==> config.mk <==
export PLATFORM = sky130hd
export DESIGN_NAME = obuf_axi_wr
export DESIGN_NICKNAME = d
export VERILOG_FILES = /design/src/rtl/cnna_axi_pkg.sv /design/src/rtl/obuf_wr_skid.sv /design/src/rtl/obuf_axi_wr.sv
export SDC_FILE = /design/constraint.sdc
export NUM_CORES = 1
export LEC_CHECK = 0
export BUFFER_PORTS_ARGS = -buffer_cell sky130_fd_sc_hd__buf_2
export CAP_MARGIN = 10
export CELL_PAD_IN_SITES_DETAIL_PLACEMENT = 1
export CELL_PAD_IN_SITES_GLOBAL_PLACEMENT = 2
export CORE_MARGIN = 2
export CORE_UTILIZATION = 33
export CTS_BUF_LIST = sky130_fd_sc_hd__clkbuf_8
export CTS_CLUSTER_SIZE = 24
export DETAILED_ROUTE_END_ITERATION = 10
export PLACE_DENSITY_LB_ADDON = 0.12
export SLEW_MARGIN = 10
export SYNTH_ARGS = -nofsm -noshare
export SYNTH_HDL_FRONTEND = slang
export SYNTH_SLANG_ARGS = --single-unit
==> constraint.sdc <==
create_clock -name I_clk -period 4.3 [get_ports I_clk]
set_input_delay 0.43 -clock I_clk [delete_from_list [all_inputs] [get_ports I_clk]]
set_output_delay 0.43 -clock I_clk [all_outputs]
set_load 0.02 [all_outputs]
==> src/rtl/cnna_axi_pkg.sv <==
// Shared AXI4 constants, the AWSIZE helper and the write-controller state
// encoding used by the CNNA DDR DMA engines.
package cnna_axi_pkg;

    localparam logic [1:0] BURST_INCR  = 2'b01;
    localparam logic [1:0] RESP_OKAY   = 2'b00;
    localparam int         BOUNDARY_4K = 4096;

    typedef enum logic [2:0] {
        IDLE,
        AW,
        W,
        WAIT_B,
        DONE
    } axi_wr_state_e;

    function automatic logic [2:0] awsize(input int bpb);
        int n;
        n = 0;
        while ((1 << n) < bpb) n++;
        return 3'(n);
    endfunction

endpackage

==> src/rtl/obuf_wr_skid.sv <==
// Two-entry FIFO between the obuf RAM read port and the AXI W channel; it
// absorbs the one-cycle RAM latency so W can stream one beat per cycle.
module obuf_wr_skid #(
    parameter int DW = 128
) (
    input  logic          clk,
    input  logic          rst_n,
    input  logic          push,
    input  logic [DW-1:0] din,
    input  logic          pop,
    output logic [DW-1:0] dout,
    output logic [1:0]    count
);

    logic [DW-1:0] mem_q [2];
    logic [DW-1:0] mem_d [2];
    logic          wr_ptr_q, wr_ptr_d;
    logic          rd_ptr_q, rd_ptr_d;
    logic [1:0]    count_q, count_d;

    always_comb begin
        mem_d    = mem_q;
        wr_ptr_d = wr_ptr_q;
        rd_ptr_d = rd_ptr_q;
        if (push) begin
            mem_d[wr_ptr_q] = din;
            wr_ptr_d        = ~wr_ptr_q;
        end
        if (pop) begin
            rd_ptr_d = ~rd_ptr_q;
        end
        count_d = count_q + 2'(push) - 2'(pop);
    end

    always_ff @(posedge clk or negedge rst_n) begin
        if (!rst_n) begin
            mem_q[0] <= '0;
            mem_q[1] <= '0;
            wr_ptr_q <= 1'b0;
            rd_ptr_q <= 1'b0;
            count_q  <= 2'd0;
        end else begin
            mem_q    <= mem_d;
            wr_ptr_q <= wr_ptr_d;
            rd_ptr_q <= rd_ptr_d;
            count_q  <= count_d;
        end
    end

    assign dout  = mem_q[rd_ptr_q];
    assign count = count_q;

endmodule

==> src/rtl/obuf_axi_wr.sv <==
// Streams I_len+1 words from the obuf RAM to DDR as 4 KB-safe AXI4 INCR bursts.
// Define OBUF_AXI_WR_BRESP_CHK_EN to add the sticky O_bresp_err output.
module obuf_axi_wr
    import cnna_axi_pkg::*;
#(
    parameter int C_M_AXI_ID_WIDTH   = 1,
    parameter int C_M_AXI_USER_WIDTH = 1,
    parameter int C_M_AXI_ADDR_WIDTH = 32,
    parameter int C_M_AXI_DATA_WIDTH = 128,
    parameter int C_MAX_BURST        = 256,
    parameter int C_MAX_OUTSTANDING  = 4,
    parameter int C_RAM_AWIDTH       = 16
) (
    input  logic                            I_clk,
    input  logic                            I_rst_n,
    input  logic                            I_ap_start,
    output logic                            O_ap_done,
    output logic                            O_ap_idle,
    output logic                            O_ap_ready,
    input  logic [C_M_AXI_ADDR_WIDTH-1:0]   I_base_addr,
    input  logic [15:0]                     I_len,
    output logic                            O_buf_rd,
    output logic [C_RAM_AWIDTH-1:0]         O_buf_raddr,
    input  logic [C_M_AXI_DATA_WIDTH-1:0]   I_buf_rdata,
    output logic [C_M_AXI_ID_WIDTH-1:0]     O_maxi_awid,
    output logic [C_M_AXI_USER_WIDTH-1:0]   O_maxi_awuser,
    output logic [C_M_AXI_ADDR_WIDTH-1:0]   O_maxi_awaddr,
    output logic [7:0]                      O_maxi_awlen,
    output logic [2:0]                      O_maxi_awsize,
    output logic [1:0]                      O_maxi_awburst,
    output logic                            O_maxi_awlock,
    output logic [3:0]                      O_maxi_awcache,
    output logic [2:0]                      O_maxi_awprot,
    output logic [3:0]                      O_maxi_awqos,
    output logic [3:0]                      O_maxi_awregion,
    output logic                            O_maxi_awvalid,
    input  logic                            I_maxi_awready,
    output logic [C_M_AXI_DATA_WIDTH-1:0]   O_maxi_wdata,
    output logic [C_M_AXI_DATA_WIDTH/8-1:0] O_maxi_wstrb,
    output logic                            O_maxi_wlast,
    output logic                            O_maxi_wvalid,
    input  logic                            I_maxi_wready,
    input  logic [C_M_AXI_ID_WIDTH-1:0]     I_maxi_bid,
    input  logic [1:0]                      I_maxi_bresp,
    input  logic                            I_maxi_bvalid,
    output logic                            O_maxi_bready
`ifdef OBUF_AXI_WR_BRESP_CHK_EN
    ,
    output logic                            O_bresp_err
`endif
);

    localparam int          BPB      = C_M_AXI_DATA_WIDTH / 8;
    localparam int          ADDR_LSB = $clog2(BPB);
    localparam int          ADDR_W   = C_M_AXI_ADDR_WIDTH;
    localparam logic [2:0]  AWSIZE_C = awsize(BPB);

    axi_wr_state_e             state_q, state_d;
    logic [ADDR_W-1:0]         addr_q, addr_d;
    logic [16:0]               total_q, total_d;
    logic [16:0]               remaining_q, remaining_d;
    logic [16:0]               rd_cnt_q, rd_cnt_d;
    logic [C_RAM_AWIDTH-1:0]   raddr_q, raddr_d;
    logic [3:0]                outstanding_q, outstanding_d;
    logic [8:0]                beat_q, beat_d;
    logic [8:0]                blen_q, blen_d;
    logic                      inflight_q, inflight_d;
    logic                      ap_ready_q, ap_ready_d;

    logic [16:0]               to_4k;
    logic [16:0]               burst;
    logic                      start_acc;
    logic                      aw_hs, w_hs, b_hs;
    logic                      last_beat;
    logic                      rd_en;
    logic [1:0]                fifo_count;
    logic [C_M_AXI_DATA_WIDTH-1:0] fifo_dout;

    // Burst size is the smallest of what is left, the burst cap and the room to the next 4 KB page.
    always_comb begin
        to_4k = (17'(BOUNDARY_4K) - {5'd0, addr_q[11:0]}) >> ADDR_LSB;
        burst = remaining_q;
        if (burst > 17'(C_MAX_BURST)) begin
            burst = 17'(C_MAX_BURST);
        end
        if (burst > to_4k) begin
            burst = to_4k;
        end
    end

    assign start_acc      = (state_q == IDLE) && I_ap_start;
    assign O_maxi_awvalid = (state_q == AW) && (outstanding_q != 4'(C_MAX_OUTSTANDING));
    assign O_maxi_wvalid  = (state_q == W) && (fifo_count != 2'd0);
    assign O_maxi_bready  = (state_q != IDLE);
    assign aw_hs          = O_maxi_awvalid && I_maxi_awready;
    assign w_hs           = O_maxi_wvalid && I_maxi_wready;
    assign b_hs           = I_maxi_bvalid && O_maxi_bready;
    assign last_beat      = (beat_q == blen_q - 9'd1);

    // Keep at most two words between FIFO and RAM pipeline, counting the beat being popped now.
    assign rd_en = (state_q != IDLE) && (rd_cnt_q < total_q) &&
                   ((3'(fifo_count) + 3'(inflight_q) - 3'(w_hs)) < 3'd2);

    always_comb begin
        state_d       = state_q;
        addr_d        = addr_q;
        total_d       = total_q;
        remaining_d   = remaining_q;
        beat_d        = beat_q;
        blen_d        = blen_q;
        ap_ready_d    = 1'b0;
        inflight_d    = rd_en;
        rd_cnt_d      = rd_cnt_q + {16'd0, rd_en};
        raddr_d       = raddr_q + {{(C_RAM_AWIDTH-1){1'b0}}, rd_en};
        outstanding_d = outstanding_q;
        if (aw_hs && !b_hs) begin
            outstanding_d = outstanding_q + 4'd1;
        end else if (b_hs && !aw_hs && (outstanding_q != 4'd0)) begin
            outstanding_d = outstanding_q - 4'd1;
        end

        case (state_q)
            IDLE: begin
                if (I_ap_start) begin
                    state_d     = AW;
                    addr_d      = I_base_addr;
                    total_d     = {1'b0, I_len} + 17'd1;
                    remaining_d = {1'b0, I_len} + 17'd1;
                    rd_cnt_d    = 17'd0;
                    raddr_d     = '0;
                    ap_ready_d  = 1'b1;
                end
            end
            AW: begin
                if (aw_hs) begin
                    blen_d  = burst[8:0];
                    beat_d  = 9'd0;
                    state_d = W;
                end
            end
            W: begin
                if (w_hs) begin
                    beat_d = beat_q + 9'd1;
                    if (last_beat) begin
                        addr_d      = addr_q + (ADDR_W'(blen_q) << ADDR_LSB);
                        remaining_d = remaining_q - 17'(blen_q);
                        state_d     = (remaining_q == 17'(blen_q)) ? WAIT_B : AW;
                    end
                end
            end
            WAIT_B: begin
                if (outstanding_d == 4'd0) begin
                    state_d = DONE;
                end
            end
            DONE: begin
                state_d = IDLE;
            end
            default: begin
                state_d = IDLE;
            end
        endcase
    end

    always_ff @(posedge I_clk or negedge I_rst_n) begin
        if (!I_rst_n) begin
            state_q       <= IDLE;
            addr_q        <= '0;
            total_q       <= 17'd0;
            remaining_q   <= 17'd0;
            rd_cnt_q      <= 17'd0;
            raddr_q       <= '0;
            outstanding_q <= 4'd0;
            beat_q        <= 9'd0;
            blen_q        <= 9'd0;
            inflight_q    <= 1'b0;
            ap_ready_q    <= 1'b0;
        end else begin
            state_q       <= state_d;
            addr_q        <= addr_d;
            total_q       <= total_d;
            remaining_q   <= remaining_d;
            rd_cnt_q      <= rd_cnt_d;
            raddr_q       <= raddr_d;
            outstanding_q <= outstanding_d;
            beat_q        <= beat_d;
            blen_q        <= blen_d;
            inflight_q    <= inflight_d;
            ap_ready_q    <= ap_ready_d;
        end
    end

    obuf_wr_skid #(
        .DW (C_M_AXI_DATA_WIDTH)
    ) u_skid (
        .clk   (I_clk),
        .rst_n (I_rst_n),
        .push  (inflight_q),
        .din   (I_buf_rdata),
        .pop   (w_hs),
        .dout  (fifo_dout),
        .count (fifo_count)
    );

    assign O_ap_done       = (state_q == DONE);
    assign O_ap_idle       = (state_q == IDLE);
    assign O_ap_ready      = ap_ready_q;
    assign O_buf_rd        = rd_en;
    assign O_buf_raddr     = raddr_q;
    assign O_maxi_awid     = '0;
    assign O_maxi_awuser   = '0;
    assign O_maxi_awaddr   = addr_q;
    assign O_maxi_awlen    = 8'(burst - 17'd1);
    assign O_maxi_awsize   = AWSIZE_C;
    assign O_maxi_awburst  = BURST_INCR;
    assign O_maxi_awlock   = 1'b0;
    assign O_maxi_awcache  = 4'd0;
    assign O_maxi_awprot   = 3'd0;
    assign O_maxi_awqos    = 4'd0;
    assign O_maxi_awregion = 4'd0;
    assign O_maxi_wdata    = fifo_dout;
    assign O_maxi_wstrb    = '1;
    assign O_maxi_wlast    = last_beat;

`ifdef OBUF_AXI_WR_BRESP_CHK_EN
    logic err_q, err_d;
    logic unused_bid;

    always_comb begin
        err_d = err_q;
        if (start_acc) begin
            err_d = 1'b0;
        end else if (b_hs && (I_maxi_bresp != RESP_OKAY)) begin
            err_d = 1'b1;
        end
    end

    always_ff @(posedge I_clk or negedge I_rst_n) begin
        if (!I_rst_n) begin
            err_q <= 1'b0;
        end else begin
            err_q <= err_d;
        end
    end

    assign O_bresp_err = err_q;
    assign unused_bid  = ^{I_maxi_bid, start_acc};
`else
    logic unused_b;
    assign unused_b = ^{I_maxi_bid, I_maxi_bresp, start_acc};
`endif

endmodule

* Word-level counts from Yosys, hierarchy flattened
Index checks and enable logic that the tools add are counted.
** Cells by class
- Reduce and logical (&&, ||, !) cells :: 25
- Add/subtract/negate cells :: 15
- Equal/unequal tests :: 12
- Muxes and demuxes :: 34
- $lt $le $gt $ge :: 7
- Bitwise operators :: 4
** Operators with widths (count)
- $mux 128 :: 4
- $bwmux 256 :: 1
- $demux 128 s1 :: 1
- $mux 17 :: 6
- $mux 32 :: 3
- $pmux 32 s2 :: 1
- $pmux 17 s2 :: 1
- $add 32x13->32 :: 1
- $mux 16 :: 2
- $mux 9 :: 3
- $pmux 9 s2 :: 1
- $add 16x1->17 const B :: 1
- $add 17x1->17 :: 1
- $eq 17x9->1 :: 1
- $gt 17x13->1 :: 1
- $gt 17x9->1 const B :: 1
- $lt 17x17->1 :: 1
- $sub 17x9->17 :: 1
- $add 16x1->16 :: 1
- $mux 3 :: 5
- $sub 13x12->14 const A :: 1
- $pmux 3 s4 :: 1
- $logic_and 1x1->1 :: 11
- $add 9x1->9 const B :: 1
- 33 further kinds :: 46
** Word-level totals
- Word-level logic and storage cells :: 113
- Register bits after elaboration :: 386
- Input bits :: 185
- Output and inout bits :: 231

* Depth between registers and ports, before layout
- Depth in word-level cells :: 11
- Mapped depth :: 21
- Depth with buffers taken out :: 20

* Hierarchy
Synthesis repeated with hierarchy kept, for this count alone.
** Unflattened totals
- Cells, all modules :: 1746
- Area total of the unflattened synthesis :: 21281.7 um^2
** By module, submodules not included
- obuf_wr_skid :: cells an instance 696, seq. area each 6506.2 um^2, area each 12259.3 um^2, times used 1
- obuf_axi_wr :: cells an instance 1050, seq. area each 3153.0 um^2, area each 9022.4 um^2, times used 1

* Worst setup path before layout
No wires, ideal clock.
- Path kind :: register -> output
- From :: reg addr_q[3], in the netlist O_maxi_awaddr[3]
- To :: out O_maxi_awlen[6]
- Path buffers :: 1
- Slack :: -0.646 ns
- Cell stages (with the launch flop) :: 19
- Data required time :: 3.870 ns
- Arrival time :: 4.516 ns
- Cell sequence :: dfrtp_1 > nor4_4 > nand3b_1 > nor3_1 > nand2b_1 > or2_2 > ha_1 > nand2_1 > a21oi_1 > o21ai_0 > a21oi_1 > clkbuf_1 > nor2_1 > a21oi_1 > ha_1 > nand2_1 > a211oi_1 > xnor2_1 > mux2i_1
** On the way
- Longest elaborated chain between the ends :: 4
** RTL lines
- start, declared :: RTL line obuf_axi_wr.sv:59 : logic [ADDR_W-1:0] addr_q, addr_d;
- start signal, assigned :: RTL line obuf_axi_wr.sv:180 : addr_q <= addr_d;
- $sub 13x12->14 (*) :: RTL line obuf_axi_wr.sv:81 : to_4k = (17'(BOUNDARY_4K) - {5'd0, addr_q[11:0]}) >> ADDR_LSB;
- $gt 17x13->1 :: RTL line obuf_axi_wr.sv:86 : if (burst > to_4k) begin
- $mux 9 (*) :: RTL line obuf_axi_wr.sv:86
- $sub 8x1->8 (*) :: RTL line obuf_axi_wr.sv:213 : assign O_maxi_awlen = 8'(burst - 17'd1);
- end, declared :: RTL line obuf_axi_wr.sv:28 : output logic [7:0] O_maxi_awlen,
Every way passes the cells marked *; elsewhere a longest branch is shown, timed or not.

* Worst setup path in the final report
- From :: reg addr_q[0], in the netlist O_maxi_awaddr[0]
- To :: out O_maxi_awlen[6]
Same word-level chain as after synthesis.

==> Implementation_results.wiki <==
{| class="wikitable"
! Metric !! Value
|-
| Family of cells with the greatest summed delay on the critical path || buffers and inverters
|-
| Die Y || between 200 and 300 um
|-
| Total of warnings raised by yosys || 0
|-
| IR drop worst, VDD || about 0.00033 V
|-
| Total Power || 16.2 mW
|-
| Worst stage delay on the critical path || 0.43 ns
|-
| Clk sinks || 386
|-
| Via count of the first global-routing pass || around 17000
|-
| Most used routing layer || met2
|-
| Count of maximum capacitance violations || 0
|-
| Top library cells by usage in the layout, fill and taps aside || 386 x mux2_2, 382 x dfrtp_1, 364 x buf_2, 131 x dlygate4sd3_1, 109 x nand2_1
|-
| Wire length per cell after detailed routing || ~19 um
|-
| First-pass GRT wire length || 96.5 mm
|-
| Leakage power figure || 12.1 nW
|-
| Clock latency on the worst-skew pair || between 0.6 and 0.7 ns
|-
| Number of H-tree branching levels || 3
|-
| Portion of netlist area occupied by mux cells || between 20% and 30%
|-
| Post-synthesis instance area || between 20000 and 25000 sq um
|-
| Clock Tree Buf Depth || 3
|-
| Startpoint types || flop
|-
| Number of buffers created by CTS || 75
|-
| NetSw || around 5.9 mW
|-
| Utilization of the core after routing || a little over two fifths
|-
| Number of flops mapped to enable cells by yosys || 0
|-
| Clock tree from TritonCTS || done
|-
| Share of flip-flops with an asynchronous set or reset || 100%
|-
| Share of post-route cells with drive strength above 1 || between 40% and 50%
|-
| Cell repeated most along the worst path || buf_4
|-
| Crit path arrival time || ~4.3 ns
|-
| Final count of negative-setup-slack endpoints || 7
|-
| Final critical delay including setup and external delays || 4.71 ns
|-
| CTS clock-pin slew for the worst setup and hold paths || about 0.06 ns
|-
| Final hold violation count || 0
|-
| Accumulated negative setup slack || -1.24 ns
|-
| Post-Syn Area per Cell || around 12 sq um
|-
| Cell at the slowest stage of the critical path || dfrtp_2
|-
| Number of cells on the critical path || 18
|-
| Final clock skew || around 0.034 ns
|-
| Simple logic cell fraction of the synthesized area || a little under a tenth
|-
| Iteration count of the initial detailed-routing pass || 4
|-
| Adder and majority cell fraction of the synthesized area || 3.71%
|-
| Met2 Track Usage GR || between 30% and 40%
|-
| Total gr overflow || 0
|-
| Post-route DRC violation count || 0
|-
| Count of unique library cells instantiated by Yosys || 81
|-
| Worst min path class || primary input to flop
|-
| Core area || 60500 sq um
|-
| Setup repair after global routing missed its margin || true
|-
| Total number of vias || 15600
|-
| Total count of max-transition violations in the final report || 0
|-
| Total global-route track usage || 19.4%
|-
| Most common cell after layout, fill and taps aside || mux2_2
|-
| Wire length reported by the detailed router || roughly 61 mm
|-
| Power share of the combinational group || around two fifths
|-
| Final layout net count || about 2600
|-
| Complex-gate fraction of the synthesized area || about 8.5%
|-
| Worst Max-Slew Pin Slew || about 1.0 ns
|-
| Main flop type after synthesis || dfrtp_1
|-
| Die area || approximately 63000 sq um
|-
| Antenna violations before repair || 12
|-
| Number of vias per cell after detailed routing || roughly 5
|-
| First DRT Iteration DRCs || ~570
|-
| Fillcell total || approximately 6600
|-
| Half-perimeter wire length after placement || 41.9 mm
|-
| Critical path buffers and inverters || 4
|-
| Post-synthesis to final-layout area growth || 29.9%
|-
| Maximum clock rate || ~210 MHz
|-
| Largest fanout on the critical path || 6
|-
| Number of cell rows || 90
|-
| Fraction of power spent switching nets || a little over a third
|-
| Hold Path Cell Cnt || 2
|-
| Post-synthesis share of cell area spent on xor and xnor gates || under 10%
|-
| Total of buffers placed on input and output ports || roughly 370
|-
| Tightest slew margin relative to the limit || between 30% and 40%
|-
| Largest net degree at the start of global routing || 99
|-
| Worst Setup Path Type || flop to output port
|-
| Largest family of logic cells by synthesized area || multiplexers
|-
| Number of register bits inferred by synthesis || 386
|-
| Share of the yosys chip area belonging to registers || 47.8%
|-
| Final Cycle Share || 109%
|-
| Fraction of power consumed by the clock network || between 20% and 30%
|-
| Status || complete, but fails checks
|-
| CP required || about 3.9 ns
|-
| Cell-internal power || 10.3 mW
|-
| GR met3 Demand/Resource || about 4.5%
|-
| Part of the power in registers || a little over a third
|-
| Global placer's final weighted congestion || 0.809
|-
| Initial core utilization || approximately 33%
|-
| Failing checks || negative setup slack
|-
| Sort of element at the end of the critical path || output port
|-
| Global routing met1 resource utilization || a little under a quarter
|-
| Syn Inst Count || 1754
|-
| Root buffer cell || clkbuf_8
|-
| Path depth of the worst reg2reg path || 19
|-
| Total power density per cell area || around 620 nW/um^2
|-
| Width of the die || roughly 250 um
|-
| Antenna-violating nets left || 0
|-
| Cells along the critical path || nor4_4, buf_4, nand3b_1, buf_4, buf_4, xnor2_1, ha_1, o211ai_1, a21oi_1, o21ai_1, a21oi_2, mux2_4, ha_4, nand2_4, a21oi_2, xnor2_2, mux2i_2, buf_4
|-
| Worst path setup slack after routing || -0.408 ns
|-
| Io pins || approximately 420
|}
==> registers in the layout (all words and copies together) (netlist names) <==
register,flops
blen_q,9
O_ap_ready,1
O_buf_raddr,16
total_q,17
u_skid.wr_ptr_q,1
O_maxi_awaddr,32
state_q,3
u_skid.rd_ptr_q,1
u_skid.mem_q,256
u_skid.count,2
beat_q,9
rd_cnt_q,17
outstanding_q,4
inflight_q,1
remaining_q,17
==> final timing paths <==
check	start	end	slack, ns
max	O_maxi_awaddr[0]	O_maxi_awlen[6]	-0.41
min	I_buf_rdata[49]	u_skid.mem_q[49]	0.07
max reg2reg	state_q[2]	rd_cnt_q[12]	0.44
min reg2reg	total_q[3]	total_q[3]	0.48
max in group asynchronous	I_rst_n	u_skid.mem_q[69]	2.74
min in group asynchronous	I_rst_n	u_skid.mem_q[121]	0.37
==> through the flow <==
step	instance area, sq um	instances	worst slack (ns)	hold WS [ns]
4_1_cts	26100	3145	-0.480	0.000608
5_1_grt	26200	3151	-0.644	0.0173
3_5_place_dp	23000	2869	0.0841	0.473
2_1_floorplan	20400	1791	-0.0707	0.134
6_report	26200	3153	-0.408	0.0653
3_3_place_gp	23000	2869	0.141	0.466
==> power by group through the flow <==
stage                     Clock (mW)  Sequential (mW)  Combinational (mW)
after global routing            4.03             6.01                7.16
after CTS                       3.86             5.82                6.76
after global placement             0             5.76                6.53
after detailed placement           0             5.88                6.63
after floorplan                    0             5.55                4.76
final                           3.69             5.83                6.67
==> metal layers <==
metal,vias up,wire length [um]
li1,7295,-
met1,7865,26300
met2,309,30600
met3,124,2680
met4,20,1690
met5,-,133
==> kinds of logic (layout without fill, tap and decap cells) <==
family | after synthesis | count (layout)
XOR/XNOR | 77 | 77
multiplexers | 405 | 405
adder cells (fa/ha/maj) | 58 | 58
AO/OA/AOI/OAI | 261 | 261
buffers and inverters | 188 | 764
flip-flops | 386 | 386
AND/OR/NAND/NOR | 377 | 377
other | 2 | 43
==> cell usage after synthesis, types with 10 or more instances <==
cell,count,share of area (%)
mux2_1,10,0.56
nand2_1,115,2.1
a21oi_1,78,1.9
a31oi_1,15,0.46
a21o_1,10,0.37
nor2_1,76,1.4
or3_1,12,0.37
clkbuf_1,69,1.3
xnor2_1,33,1.4
nand4_1,20,0.62
buf_4,40,1.5
o21ai_0,71,1.8
xor2_1,44,1.9
nand3_1,47,1.2
nand2b_1,11,0.34
ha_1,55,3.4
o22ai_1,10,0.31
dfrtp_1,386,48
inv_1,63,1.2
nor3_1,18,0.45
and3_1,22,0.68
mux2_2,387,22
==> layout make-up <==
type                    instances  area (sq um)  share of cell area (%)
multi-input cells            1217         10000                    38.2
flip-flops and latches        386          9670                    36.9
repair buffers                571          3820                    14.6
clock buffers                  91          1250                    4.78
well taps                     782           978                    3.73
inverters                      63           236                   0.902
clock inverters                39           235                   0.897
diodes                          4          10.0                  0.0382
==> timing repair <==
| item | CTS | global route |
|---|---|---|
| setup endpoints to repair | 7 | 9 |
| gates resized for setup | 40 | 18 |
| pin swaps | 10 | 14 |
| setup buffers | 15 | 5 |
| hold buffers | 131 | 0 |
| endpoints found under the hold margin | 344 | 0 |
(Power assumes the default switching activity.)
